## config.mk

```make
export PLATFORM = sky130hd
export DESIGN_NAME = data_mem_ctrl
export DESIGN_NICKNAME = d
export VERILOG_FILES = /design/src/rtl/data_mem_ctrl_pkg.sv /design/src/rtl/data_mem_ctrl.sv
export SDC_FILE = /design/constraint.sdc
export NUM_CORES = 1
export LEC_CHECK = 0
export ABC_AREA = 1
export ABC_CLOCK_PERIOD_IN_PS = 1900
export CELL_PAD_IN_SITES_DETAIL_PLACEMENT = 1
export CELL_PAD_IN_SITES_GLOBAL_PLACEMENT = 1
export CORE_AREA = 8 8 119 99
export DETAILED_ROUTE_END_ITERATION = 10
export DIE_AREA = 0 0 127 107
export PLACE_DENSITY = 0.88
export SYNTH_ARGS = -nofsm -noshare
export SYNTH_HDL_FRONTEND = slang
export SYNTH_SLANG_ARGS = --single-unit
export TNS_END_PERCENT = 20
```

## constraint.sdc

```tcl
create_clock -name clk -period 1.9 [get_ports clk]
set_input_delay 0.38 -clock clk [delete_from_list [all_inputs] [get_ports clk]]
set_output_delay 0.38 -clock clk [all_outputs]
set_load 0.02 [all_outputs]
```

## src/rtl/data_mem_ctrl_pkg.sv

```systemverilog
// Shared types and default sizes for the data-memory controller.
package data_mem_ctrl_pkg;

    localparam int DEFAULT_ADDR_W = 4;
    localparam int DEFAULT_DATA_W = 32;

    typedef enum logic [1:0] {
        OP_LOAD  = 2'b00,
        OP_STORE = 2'b01,
        OP_FADD  = 2'b10,
        OP_RSVD  = 2'b11
    } op_e;

    typedef enum logic [1:0] {
        IDLE    = 2'b00,
        WRITE   = 2'b01,
        RD_WAIT = 2'b10,
        RD_CAPT = 2'b11
    } state_e;

endpackage

```

## src/rtl/data_mem_ctrl.sv

```systemverilog
// Single-outstanding load/store controller for a 1-cycle-latency data memory.
// Define DATA_MEM_CTRL_FADD_EN to enable the atomic fetch-and-add op (10).
module data_mem_ctrl
    import data_mem_ctrl_pkg::*;
#(
    parameter int ADDR_W = DEFAULT_ADDR_W,
    parameter int DATA_W = DEFAULT_DATA_W
) (
    input  logic              clk,
    input  logic              rst,
    input  logic              req_valid,
    output logic              req_ready,
    input  logic [1:0]        req_op,
    input  logic [ADDR_W-1:0] req_addr,
    input  logic [DATA_W-1:0] req_wdata,
    output logic              resp_valid,
    output logic [DATA_W-1:0] resp_rdata,
    output logic              resp_err,
    output logic [ADDR_W-1:0] mem_address,
    output logic              mem_writeEnable,
    output logic [DATA_W-1:0] mem_writeData,
    input  logic [DATA_W-1:0] mem_data
);

    state_e            state, state_n;
    logic [ADDR_W-1:0] address_n;
    logic              write_en_n;
    logic [DATA_W-1:0] write_data_n;
    logic              resp_valid_n;
    logic              resp_err_n;
    logic [DATA_W-1:0] resp_rdata_n;

`ifdef DATA_MEM_CTRL_FADD_EN
    logic              fadd_q, fadd_n;
    logic [DATA_W-1:0] operand_q, operand_n;
    logic [DATA_W-1:0] old_q, old_n;

    // Carry out is intentionally dropped: the sum wraps modulo 2^DATA_W.
    function automatic logic [DATA_W-1:0] wrap_add(input logic [DATA_W-1:0] a,
                                                   input logic [DATA_W-1:0] b);
        return a + b;
    endfunction
`endif

    assign req_ready = (state == IDLE) && !rst;

    always_comb begin
        state_n      = state;
        address_n    = mem_address;
        write_en_n   = 1'b0;
        write_data_n = mem_writeData;
        resp_valid_n = 1'b0;
        resp_err_n   = 1'b0;
        resp_rdata_n = '0;
`ifdef DATA_MEM_CTRL_FADD_EN
        fadd_n    = fadd_q;
        operand_n = operand_q;
        old_n     = old_q;
`endif
        case (state)
            IDLE: begin
                if (req_valid) begin
                    case (op_e'(req_op))
                        OP_LOAD: begin
                            address_n = req_addr;
                            state_n   = RD_WAIT;
`ifdef DATA_MEM_CTRL_FADD_EN
                            fadd_n    = 1'b0;
`endif
                        end
                        OP_STORE: begin
                            address_n    = req_addr;
                            write_en_n   = 1'b1;
                            write_data_n = req_wdata;
                            state_n      = WRITE;
`ifdef DATA_MEM_CTRL_FADD_EN
                            fadd_n       = 1'b0;
`endif
                        end
`ifdef DATA_MEM_CTRL_FADD_EN
                        OP_FADD: begin
                            address_n = req_addr;
                            operand_n = req_wdata;
                            fadd_n    = 1'b1;
                            state_n   = RD_WAIT;
                        end
`endif
                        // Illegal ops answer immediately and leave the memory pins alone.
                        default: begin
                            resp_valid_n = 1'b1;
                            resp_err_n   = 1'b1;
                        end
                    endcase
                end
            end
            WRITE: begin
                state_n      = IDLE;
                resp_valid_n = 1'b1;
`ifdef DATA_MEM_CTRL_FADD_EN
                resp_rdata_n = fadd_q ? old_q : '0;
`endif
            end
            RD_WAIT: begin
                state_n = RD_CAPT;
            end
            RD_CAPT: begin
`ifdef DATA_MEM_CTRL_FADD_EN
                if (fadd_q) begin
                    old_n        = mem_data;
                    write_en_n   = 1'b1;
                    write_data_n = wrap_add(mem_data, operand_q);
                    state_n      = WRITE;
                end else begin
                    resp_rdata_n = mem_data;
                    resp_valid_n = 1'b1;
                    state_n      = IDLE;
                end
`else
                resp_rdata_n = mem_data;
                resp_valid_n = 1'b1;
                state_n      = IDLE;
`endif
            end
            default: state_n = IDLE;
        endcase
    end

    always_ff @(posedge clk) begin
        if (rst) begin
            state           <= IDLE;
            mem_address     <= '0;
            mem_writeEnable <= 1'b0;
            mem_writeData   <= '0;
            resp_valid      <= 1'b0;
            resp_err        <= 1'b0;
            resp_rdata      <= '0;
`ifdef DATA_MEM_CTRL_FADD_EN
            fadd_q          <= 1'b0;
            operand_q       <= '0;
            old_q           <= '0;
`endif
        end else begin
            state           <= state_n;
            mem_address     <= address_n;
            mem_writeEnable <= write_en_n;
            mem_writeData   <= write_data_n;
            resp_valid      <= resp_valid_n;
            resp_err        <= resp_err_n;
            resp_rdata      <= resp_rdata_n;
`ifdef DATA_MEM_CTRL_FADD_EN
            fadd_q          <= fadd_n;
            operand_q       <= operand_n;
            old_q           <= old_n;
`endif
        end
    end

endmodule

```

-- Word-level counts from Yosys, hierarchy flattened
Index checks and enable logic that the tools add are counted.
- logic and storage cells: 35
- output and inout port bits: 72
- input port bits: 73
- bits in registers: 73
- latch bits: 0
- memory bits (writable): 0
- memories kept: 0
- bits in read-only memories: 0
- $lt $le $gt $ge: 0
- mux-type cells: 7
- shift operators: 0
- reduce and logical (&&, ||, !) cells: 12
- add/subtract/negate cells: 0
- div/mod/pow operators: 0
- eq/ne operators: 6
- bitwise operators: 3
- multipliers: 0
- operators by type and width (operator ; count):
    $reduce_or 2->1 ; 4
    $pmux 2 s3 ; 1
    $reduce_and 3->1 ; 2
    $eq 2x1->1 const B ; 2
    $eq 2x2->1 const B ; 2
    $logic_not 2->1 ; 2
    $pmux 2 s2 ; 1
    $mux 1 ; 3
    $ne 3x1->1 const B ; 1
    $not 1->1 ; 3
    $reduce_or 3->1 ; 1
    $mux 2 ; 1
    $ne 2x2->1 const B ; 1
    $pmux 1 s2 ; 1
    $reduce_and 2->1 ; 1
    $logic_and 1x1->1 ; 1
    $logic_not 1->1 ; 1

-- Depth between registers and ports, before layout
- depth in word-level cells: 5
- depth in mapped cells: 7
- depth with buffers taken out: 6

-- Worst setup path after synthesis
No wires, ideal clock.
- path type: flip-flop to output port
- from: reg state[1]
- to: out req_ready
- arrival time: 1023 ps
- path buffers: 1
- slack: 497 ps
- cell stages (with the launch flop): 5
- data required time: 1520 ps
- cells stage by stage: dfxtp_1 nor2_4 buf_2 inv_1 nor2_1
- word-level cells in the longest chain between the ends: 2
- ends and longest elaborated chain (item ; line ; text):
    from (decl) ; data_mem_ctrl.sv:25 ; state_e state, state_n;
    from (signal assigned) ; data_mem_ctrl.sv:143 ; state <= state_n;
    $logic_not 2->1 ; data_mem_ctrl.sv:45 ; assign req_ready = (state == IDLE) && !rst;
    $logic_and 1x1->1 ; data_mem_ctrl.sv:45 ;
    to (decl) ; data_mem_ctrl.sv:12 ; output logic req_ready,
No other way between the ends.

-- Final worst setup path
- from: reg mem_writeData[10]
- to: out mem_writeData[10]
- RTL lines (item ; line ; text):
    from (decl) ; data_mem_ctrl.sv:21 ; output logic [DATA_W-1:0] mem_writeData,
    from (signal assigned) ; data_mem_ctrl.sv:146 ; mem_writeData <= write_data_n;
No word-level cell between the ends.

==> results <==
-- tightest hold or removal path, stage by stage, from the launching register on --
cell and delay (ns):
dfxtp_1 0.33, nor2_1 0.05, nor2_1 0.08
-- routing by layer --
layer / up-vias / global-route usage (%) / share of wire (%)
met1: 1267 / 13.9 / 38
met5: - / 0 / 0
met3: 13 / 6.40 / 8.4
li1: 1346 / - / -
met4: 0 / 4.41 / 1.4
met2: 86 / 26.2 / 52
-- timing repair --
action | in CTS | in global routing
endpoints found under the setup margin | 1 | 0
hold buffers | 0 | 0
resized for setup | 1 | 0
-- cells in the final DEF (no fill, tap or decap), drive strengths merged, types with 5 or more instances in the layout --
cell / n
o21ai: 5
clkdlybuf4s50: 143
nand4: 32
dfxtp: 73
buf: 8
nand2: 37
clkbuf: 9
inv: 76
nor2: 111
-- sequential cells by signal (all words and copies together), names as in the netlist --
name             flops
mem_writeData       32
resp_rdata          32
mem_address          4
state                2
mem_writeEnable      1
resp_err             1
resp_valid           1
-- layout make-up --
class,instances,area [um^2]
fill,1205,5330
timing repair buffer,152,1540
sequential,73,1460
multi-input combinational,189,821
inverter,74,278
clock buffer,9,225
tap,122,153
clock inverter,7,101
-- how the worst min path moves through the flow --
stage	end	slack (ns)
2_1_floorplan	resp_valid	0.45
3_3_place_gp	mem_writeData[11]	0.46
3_5_place_dp	mem_address[2]	0.47
4_1_cts	mem_address[2]	0.49
5_1_grt	mem_writeData[24]	0.50
6_report	mem_writeData[24]	0.48
-- power breakdown --
group | internal [W] | total (W) | switching (W)
clock network | 0.00116 | 0.00185 | 0.000688
registers | 0.00158 | 0.00161 | 0.0000278
logic | 0.000281 | 0.000540 | 0.000260
total | 0.00302 | 0.00400 | 0.000975
-- kinds of logic after synthesis --
kind of cell | count (synthesis)
flip-flops | 73
AND/OR/NAND/NOR | 182
AO/OA/AOI/OAI | 7
buffers and inverters | 94
-- metrics by stage --
step                worst slack, ns  instance area [um^2]  total power [W]   TNS, ns
CTS                           0.199                  4580          0.00406         0
finish                        0.224                  4580          0.00400         0
detailed placement          -0.0100                  4250          0.00219   -0.0100
floorplan                     0.497                  2670          0.00188         0
global route                  0.163                  4580          0.00418         0
global placement           -0.00580                  4250          0.00217  -0.00580
==> summary.md <==
| Metric | Value |
|---|---|
| Synthesized instance count | between 300 and 400 |
| Starting Density | 26.9% |
| Reg clk slew, reported paths | approximately 0.060 ns |
| Hold crit path type | reg -> reg |
| Crit. End Element | output port |
| Hold Vio Cnt, Final | 0 |
| Max cap viols | 0 |
| Register bit total from synthesis | between 70 and 80 |
| Vias in the first global route | 2951 |
| Worst path buffer plus inverter count | 1 |
| Setup Buffers After CTS | 0 |
| CP peak stage delay | ~0.62 ns |
| Final Non-Filler Cells | ~630 |
| Leak | 2.07 nW |
| Top cells by area, synth | dfxtp_1, nor2_1, inv_1 |
| Worst R2R Setup Slack | about 0.30 ns |
| Port Buffers | about 140 |
| Worst-Margin Slew | between 0.3 and 0.4 ns |
| First-iteration detailed-routing DRC count | 64 |
| Final setup fails | 0 |
| Synth async-reset ratio | 0% |
| Worst Path Max Fanout | 2 |
| Worst setup path class | reg -> out |
| Final HPWL from detailed placement | 7300 um |
| First-pass GRT wire length | roughly 15000 um |
| Via Count | roughly 2700 |
| Total GRT Usage | between 10 and 15% |
| Worst r2r dst | mem_writeData[11] |
| Buffer depth of the longest clock path | 2 |
| Warnings from Yosys | 0 |
| CTS Buf Count | 9 |
| Setup crit end | mem_writeData[10] |
| Average cell area after synthesis | 7.49 um^2 |
| Routed Antenna Nets | 0 |
| Total wire length | approximately 9500 um |
| Worst EP required | ~1.5 ns |
| Worst r2r src | state[1] |
| Clock Skews | ~0.0072 ns |
| Final Max Slew Viols | 0 |
| Post-synth EDFFs | 0 |
| Post-synthesis xor/xnor area fraction | 0% |
| Final core utilization | 46.2% |
| Worst hold margin | between 0.4 and 0.5 ns |
| Area Growth Syn to Fin | 71.7% |
| Synth Area in Simple Gates | between 20 and 30% |
| Hold path cells | 2 |
| Status | completed |
| Initial antenna violation count | 0 |
| Core ar. | 0.00991 mm^2 |
| Die area | 0.0136 mm^2 |
| Top Ports | between 100 and 150 |
| Family with the most delay on the worst path | buffers and inverters |
| Ys flop type | dfxtp_1 |
| CTS root buf | clkbuf_16 |
| GP Congestion | ~0.7 |
| Vias per Instance | approximately 4.3 |
| Clk_lat worst skew | about 0.33 ns |
| Max Clk Rate | slightly below 0.6 GHz |
| Share of post-route cells with drive strength above 1 | under 10% |
| Compound-cell area share of the yosys netlist | 1.31% |
| First-pass DRT Iterations | 4 |
| Slew margin rel. | 73.9% |
| Pin count of the biggest net entering global routing | 35 |
| CP Launch Type | flip-flop |
| Adder-cell share of the synthesized area | 0% |
| Grt ovf | 0 |
| Critical path depth | 1 |
| Max VDD drop | 498 uV |
| # diodes | 0 |
| Hold path start | mem_writeData[24] |
| Crit path max-delay cell type | clkdlybuf4s50_1 |
| CTS Sinks | 73 |
| WP data arrival | roughly 1.3 ns |
| Final critical-path share of the clock period | between 80% and 90% |
| Setup crit start | mem_writeData[10] |
| Min Tclk post-route | approximately 1.7 ns |
| H-tree depth | 3 |
| # rows | 33 |
| Distinct cells, synth | 14 |
| Syn nets | ~430 |
| Die Ht | roughly 110 um |
| Fraction of synthesized area in multiplexers | 0% |
| Synth cell count leaders | nor2_1, inv_1, dfxtp_1 |
| TritonCTS clock tree | yes |
| Dominant cell type by area after synthesis | dfxtp_1 |
| Cell area after synthesis | between 0.002 and 0.003 mm^2 |
| Placed instance count | a little over 600 |
| Yosys top cell area share | between 50 and 60% |
| Reg2Reg Depth | 7 |
| WL/cell | roughly 15 um |
| RSZ-0062 raised after global routing | no |
| Cell with the most instances after synthesis | nor2_1 |
| DRC viols | 0 |
| Largest family of logic cells by synthesized area | simple AND/OR/NAND/NOR gates |
| Seq/Total Area, Yosys | 54.8% |
| Critical-path cell list | clkdlybuf4s50_1 |
| Die W | roughly 130 um |
| Power Dens Cells | 874 mW/mm^2 |
| # nets final | approximately 570 |
No activity file was read; power rests on OpenSTA's default activity.
